File: src/rtl/ram8_arb_pkg.sv
// Shared types and constants for the RAM8 two-requester arbiter.
package ram8_arb_pkg;

    localparam int WIDTH = 16;
    localparam int AW    = 3;
    localparam int DEPTH = 2 ** AW;

    typedef enum logic {
        ST_INIT = 1'b0,
        ST_RUN  = 1'b1
    } state_t;

    localparam int REQ_A = 0;
    localparam int REQ_B = 1;

endpackage

File: src/rtl/ram8_arb_rr2.sv
// Two-way request picker producing a one-hot grant.
// RAM8_ARB_FIXED_PRIO_EN selects fixed A-over-B priority instead of round-robin.
module ram8_arb_rr2
    import ram8_arb_pkg::*;
(
    input  logic [1:0] req,
`ifndef RAM8_ARB_FIXED_PRIO_EN
    input  logic       last,
`endif
    output logic [1:0] gnt
);

`ifdef RAM8_ARB_FIXED_PRIO_EN
    always_comb begin
        gnt        = 2'b00;
        gnt[REQ_A] = req[REQ_A];
        gnt[REQ_B] = req[REQ_B] & ~req[REQ_A];
    end
`else
    // last = 1 means B was served most recently, so A wins a tie.
    always_comb begin
        gnt        = 2'b00;
        gnt[REQ_A] = req[REQ_A] & (~req[REQ_B] | last);
        gnt[REQ_B] = req[REQ_B] & (~req[REQ_A] | ~last);
    end
`endif

endmodule

File: src/rtl/ram8_arbiter.sv
// Shares one 8x16 RAM8 between requesters A and B: init sweep after reset, then
// single-word accesses by round-robin (fixed priority with RAM8_ARB_FIXED_PRIO_EN).
module ram8_arbiter #(
    parameter int                 WIDTH      = 16,
    parameter int                 AW         = 3,
    parameter logic [WIDTH-1:0]   INIT_VALUE = '0
) (
    input  logic             clk,
    input  logic             reset,
    input  logic             a_req,
    input  logic             a_we,
    input  logic [AW-1:0]    a_addr,
    input  logic [WIDTH-1:0] a_wdata,
    output logic             a_gnt,
    output logic             a_rvalid,
    input  logic             b_req,
    input  logic             b_we,
    input  logic [AW-1:0]    b_addr,
    input  logic [WIDTH-1:0] b_wdata,
    output logic             b_gnt,
    output logic             b_rvalid,
    output logic [WIDTH-1:0] rdata,
    output logic             busy,
    output logic [WIDTH-1:0] ram_in,
    output logic             ram_load,
    output logic [AW-1:0]    ram_address,
    input  logic [WIDTH-1:0] ram_out
);
    import ram8_arb_pkg::*;

    state_t          state, state_nxt;
    logic [AW-1:0]   init_addr;
    logic [1:0]      run_req;
    logic [1:0]      gnt;
`ifndef RAM8_ARB_FIXED_PRIO_EN
    logic            last;
`endif

    // Requests seen during the sweep are masked, never recorded.
    assign run_req = (state == ST_RUN) ? {b_req, a_req} : 2'b00;

    ram8_arb_rr2 u_pick (
        .req  (run_req),
`ifndef RAM8_ARB_FIXED_PRIO_EN
        .last (last),
`endif
        .gnt  (gnt)
    );

    assign a_gnt = gnt[REQ_A];
    assign b_gnt = gnt[REQ_B];

    always_comb begin
        state_nxt   = state;
        busy        = 1'b0;
        ram_load    = 1'b0;
        ram_address = '0;
        ram_in      = '0;
        if (state == ST_INIT) begin
            busy        = 1'b1;
            ram_load    = 1'b1;
            ram_address = init_addr;
            ram_in      = INIT_VALUE;
            if (init_addr == {AW{1'b1}})
                state_nxt = ST_RUN;
        end else if (gnt[REQ_A]) begin
            ram_load    = a_we;
            ram_address = a_addr;
            ram_in      = a_wdata;
        end else if (gnt[REQ_B]) begin
            ram_load    = b_we;
            ram_address = b_addr;
            ram_in      = b_wdata;
        end
    end

    // Grant edge: RAM write lands, or read data is captured with a one-cycle valid.
    always_ff @(posedge clk or posedge reset) begin
        if (reset) begin
            state     <= ST_INIT;
            init_addr <= '0;
`ifndef RAM8_ARB_FIXED_PRIO_EN
            last      <= 1'b1;
`endif
            a_rvalid  <= 1'b0;
            b_rvalid  <= 1'b0;
            rdata     <= '0;
        end else begin
            state <= state_nxt;
            if (state == ST_INIT)
                init_addr <= init_addr + AW'(1);
`ifndef RAM8_ARB_FIXED_PRIO_EN
            if (|gnt)
                last <= gnt[REQ_B];
`endif
            a_rvalid <= gnt[REQ_A] & ~a_we;
            b_rvalid <= gnt[REQ_B] & ~b_we;
            if ((gnt[REQ_A] & ~a_we) | (gnt[REQ_B] & ~b_we))
                rdata <= ram_out;
        end
    end

endmodule

File: config.mk
export PLATFORM = sky130hd
export DESIGN_NAME = ram8_arbiter
export DESIGN_NICKNAME = d
export VERILOG_FILES = /design/src/rtl/ram8_arb_pkg.sv /design/src/rtl/ram8_arb_rr2.sv /design/src/rtl/ram8_arbiter.sv
export SDC_FILE = /design/constraint.sdc
export NUM_CORES = 1
export LEC_CHECK = 0
export ABC_AREA = 1
export CORE_ASPECT_RATIO = 0.5
export CORE_MARGIN = 4
export CORE_UTILIZATION = 34
export CTS_BUF_LIST = sky130_fd_sc_hd__clkbuf_2 sky130_fd_sc_hd__clkbuf_4 sky130_fd_sc_hd__clkbuf_8
export DETAILED_ROUTE_END_ITERATION = 16
export PLACE_DENSITY_LB_ADDON = 0.3
export SLEW_MARGIN = 20
export SYNTH_ARGS = -nofsm -noshare
export SYNTH_HDL_FRONTEND = slang
export SYNTH_SLANG_ARGS = --single-unit
File: constraint.sdc
create_clock -name clk -period 1.81 [get_ports clk]
set_input_delay 0.543 -clock clk [delete_from_list [all_inputs] [get_ports clk]]
set_output_delay 0.543 -clock clk [all_outputs]
set_load 0.01 [all_outputs]
==> impl_metrics.py <==
metrics = {
    "pwr": {
        "vdd_ir_drop_max_uv": 567,
        "p_clk_frac": 0.189,
        "p_leak_nw": 1.34,
        "comb_power_share": 0.434,
        "powerDensity_nw_per_um2": 630,
        "p_switching_mw": 0.484,
        "seqPwrFrac": 0.376,
        "intPower_mw": 1.17,
        "switching_share": 0.292,
    },
    "setup_path": {
        "crit_top_cell": "buf_6",
        "worstPathArrival_ps": 1500,
        "crit_type": "primary input to output pin",
        "slowest_stage": "clkdlybuf4s15_2",
        "cpPeakStageDelay_ps": 250,
        "crit_required_ps": 1270,
        "critPathCaptureType": "output pin",
        "worstPathCellList": "clkdlybuf4s15_2 -> nand2_4 -> a21oi_4 -> buf_6 -> buf_6 -> nand2_2 -> nand2_1 -> buf_2",
        "r2r_cells": 9,
        "cp-start-kind": "primary input",
        "crit_path_max_fanout": 7,
    },
    "worst_hold_path": {
        "hp-class": "register to register",
        "holdPathStages": 2,
    },
    "global_routing": {
        "grt_pass1_wl_um": 6990,
        "grt.busiest_layer": "met2",
        "gr-usage-met3": 0.0462,
        "antenna_found_initial": 0,
        "grt_max_degree": 24,
        "met2_usage": 0.351,
        "track_usage": 0.180,
        "grt_pass1_vias": 1517,
        "met1_usage": 0.195,
        "grt_overflow": 0,
    },
    "clocking": {
        "cts.sinks": 23,
        "cts_buffers": 3,
        "root_buffer": "clkbuf_8",
        "insertion_delay_ps": 250,
        "cts_tree": "done",
        "htree_levels": 1,
        "clk_pin_slew_ps": 70,
        "cts_hold_buf": 0,
        "clk_path_buf_depth": 2,
    },
    "status": {
        "violations": "setup timing",
        "outcome": "complete, but fails checks",
    },
    "layout": {
        "fin_cells": 344,
        "antenna_cells": 0,
        "ff_latch_area_um2": 578,
        "fill_cells": 262,
        "syn_to_final_growth_pct": 101,
        "finish.instance_area_um2": 2630,
        "multi_input_area_um2": 723,
        "utilization": 0.737,
        "drive_above_1_share": 0.365,
        "final_nets": 356,
    },
    "sta": {
        "slew_viol_final": 0,
        "fin_ws_ps": -233,
        "fmax_mhz": 490,
        "skew_ps": 2.47,
        "tightestPinTransition_ps": 278,
        "setup_viol": 22,
        "period_share": 1.13,
        "relSlewSlack": 0.815,
        "rsz0062_at_grt": "true",
        "hold_viol_final": 0,
        "fin_crit_ps": 2040,
    },
    "drt": {
        "vias": 1547,
        "post-route-drc-count": 0,
        "routed_wl_um": 4430,
        "dr.first_iter.drc_count": 47,
        "via_per_inst": 4.50,
        "ant_nets": 0,
        "first_pass_iters": 4,
        "wire_per_inst_um": 12.9,
    },
    "synth": {
        "yosys_register_bits": 23,
        "synth_area_um2": 1310,
        "syn_area_per_cell_um2": 7.68,
        "synth_edf_count": 0,
        "synth_warnings": 0,
        "synth_top_cell_by_area": "dfrtp_1",
        "ys_top_cells_by_area": "dfrtp_1 42%, nand2_1 25%, nand3_1 7.7%",
        "synth-seq-area-share": 0.442,
        "postSynthCellCount": 170,
        "synthDistinctLibCells": 21,
        "synth_top_area_share": 0.422,
        "yosys-top-cells-count": "88 x nand2_1, 22 x dfrtp_1, 20 x nand3_1",
        "synthFlopType": "dfrtp_1",
        "yosysMostFrequentCell": "nand2_1",
        "syn_nets": 232,
        "async_reset_ff_frac": 1.00,
    },
    "placed_design": {
        "placed_area_um2": 2420,
        "gp_congestion": 0.730,
        "dp_cells": 327,
        "place_hpwl_um": 3230,
        "portBuffers": 100,
    },
    "floorplanning": {
        "initial_utilization": 0.366,
        "ios": 101,
        "rows": 15,
        "die_area_um2": 4950,
        "die_x_um": 95.6,
        "die-height_um": 51.8,
        "core-area_um2": 3570,
    },
    "flow_run": {
        "cap_violations": 0,
    },
}
==> what timing repair did <==
| item | CTS | global route |
|---|---|---|
| cloned | 3 | 0 |
| buffers inserted | 6 | 4 |
| gates resized for setup | 135 | 17 |
| pin swaps | 7 | 11 |
| setup endpoints to repair | 23 | 23 |
==> sequential cells by signal (all words and copies together), names as in the netlist <==
| register | cells |
|---|---|
| a_rvalid | 1 |
| last | 1 |
| b_rvalid | 1 |
| init_addr | 3 |
| state | 1 |
| rdata | 16 |
==> placed cells by master, fill, tap and decap left out <==
master | synthesis | layout
a21oi_2 | 2 | 1
a21oi_4 | 0 | 2
buf_12 | 1 | 1
buf_2 | 5 | 18
buf_4 | 1 | 14
buf_6 | 1 | 18
clkbuf_4 | 0 | 1
clkbuf_8 | 0 | 3
clkdlybuf4s15_2 | 0 | 1
clkdlybuf4s50_1 | 0 | 75
dfrtp_1 | 22 | 21
dfrtp_2 | 0 | 1
dfstp_2 | 1 | 1
ha_1 | 2 | 2
inv_1 | 5 | 4
inv_2 | 2 | 2
inv_4 | 1 | 2
nand2_1 | 88 | 65
nand2_2 | 10 | 33
nand2_4 | 3 | 3
nand3_1 | 20 | 17
nand3_2 | 0 | 3
nand3_4 | 1 | 1
nand3b_4 | 1 | 1
o21ai_0 | 1 | 1
or2_2 | 1 | 1
xnor2_1 | 1 | 1
==> worst max-delay path, delay by kind of cell <==
kind / cells / cell delay, ps
buf+inv: 4 / 620
compound gates: 1 / 140
simple gates: 3 / 190
==> worst paths after layout <==
path,startpoint,end,slack (ps)
hold / removal,rdata[12],rdata[12],510
hold reg to reg,rdata[12],rdata[12],510
setup / recovery,a_req,ram_in[1],-230
max in group asynchronous,reset,last,920
setup reg to reg,last,rdata[2],170
min in group asynchronous,reset,a_rvalid,620
==> metal layers <==
| layer | wire [um] | part of all wire | vias to the layer above |
|---|---|---|---|
| met3 | 423 | 0.095 | 8 |
| met4 | 58 | 0.013 | 0 |
| met5 | 0 | 0 | - |
| li1 | - | - | 772 |
| met2 | 2290 | 0.52 | 62 |
| met1 | 1660 | 0.37 | 705 |
==> cells by family (layout without fill, tap and decap cells) <==
family,Yosys count,in the layout,share of synthesized area
flip-flops,23,23,0.442
AND/OR/NAND/NOR,124,124,0.437
buffers and inverters,16,139,0.0738
XOR/XNOR,1,1,0.00671
AO/OA/AOI/OAI,4,4,0.0211
adder cells (fa/ha/maj),2,2,0.0192
==> area by class of cell <==
cell class	count	area share
clock buffers	4	0.0186
inverters	8	0.0133
multi-input cells	131	0.275
flip-flops and latches	23	0.220
well taps	51	0.0243
repair buffers	127	0.449
==> through the flow <==
stage	hold slack (ps)	TNS, ps	worst slack [ps]	power (mW)
after floorplan	473	0	123	0.885
after global placement	490	-20180	-877	1.29
after detailed placement	496	-20960	-913	1.30
after CTS	514	-4050	-223	1.65
after global routing	544	-5960	-305	1.77
final	511	-4290	-233	1.66
==> power by group through the flow <==
stage	Clock [mW]	Combinational, mW	Sequential, mW
6_report	0.314	0.719	0.623
5_1_grt	0.354	0.777	0.635
4_1_cts	0.325	0.698	0.624
3_5_place_dp	0	0.672	0.632
3_3_place_gp	0	0.658	0.633
2_1_floorplan	0	0.221	0.664
(Power assumes the default switching activity.)
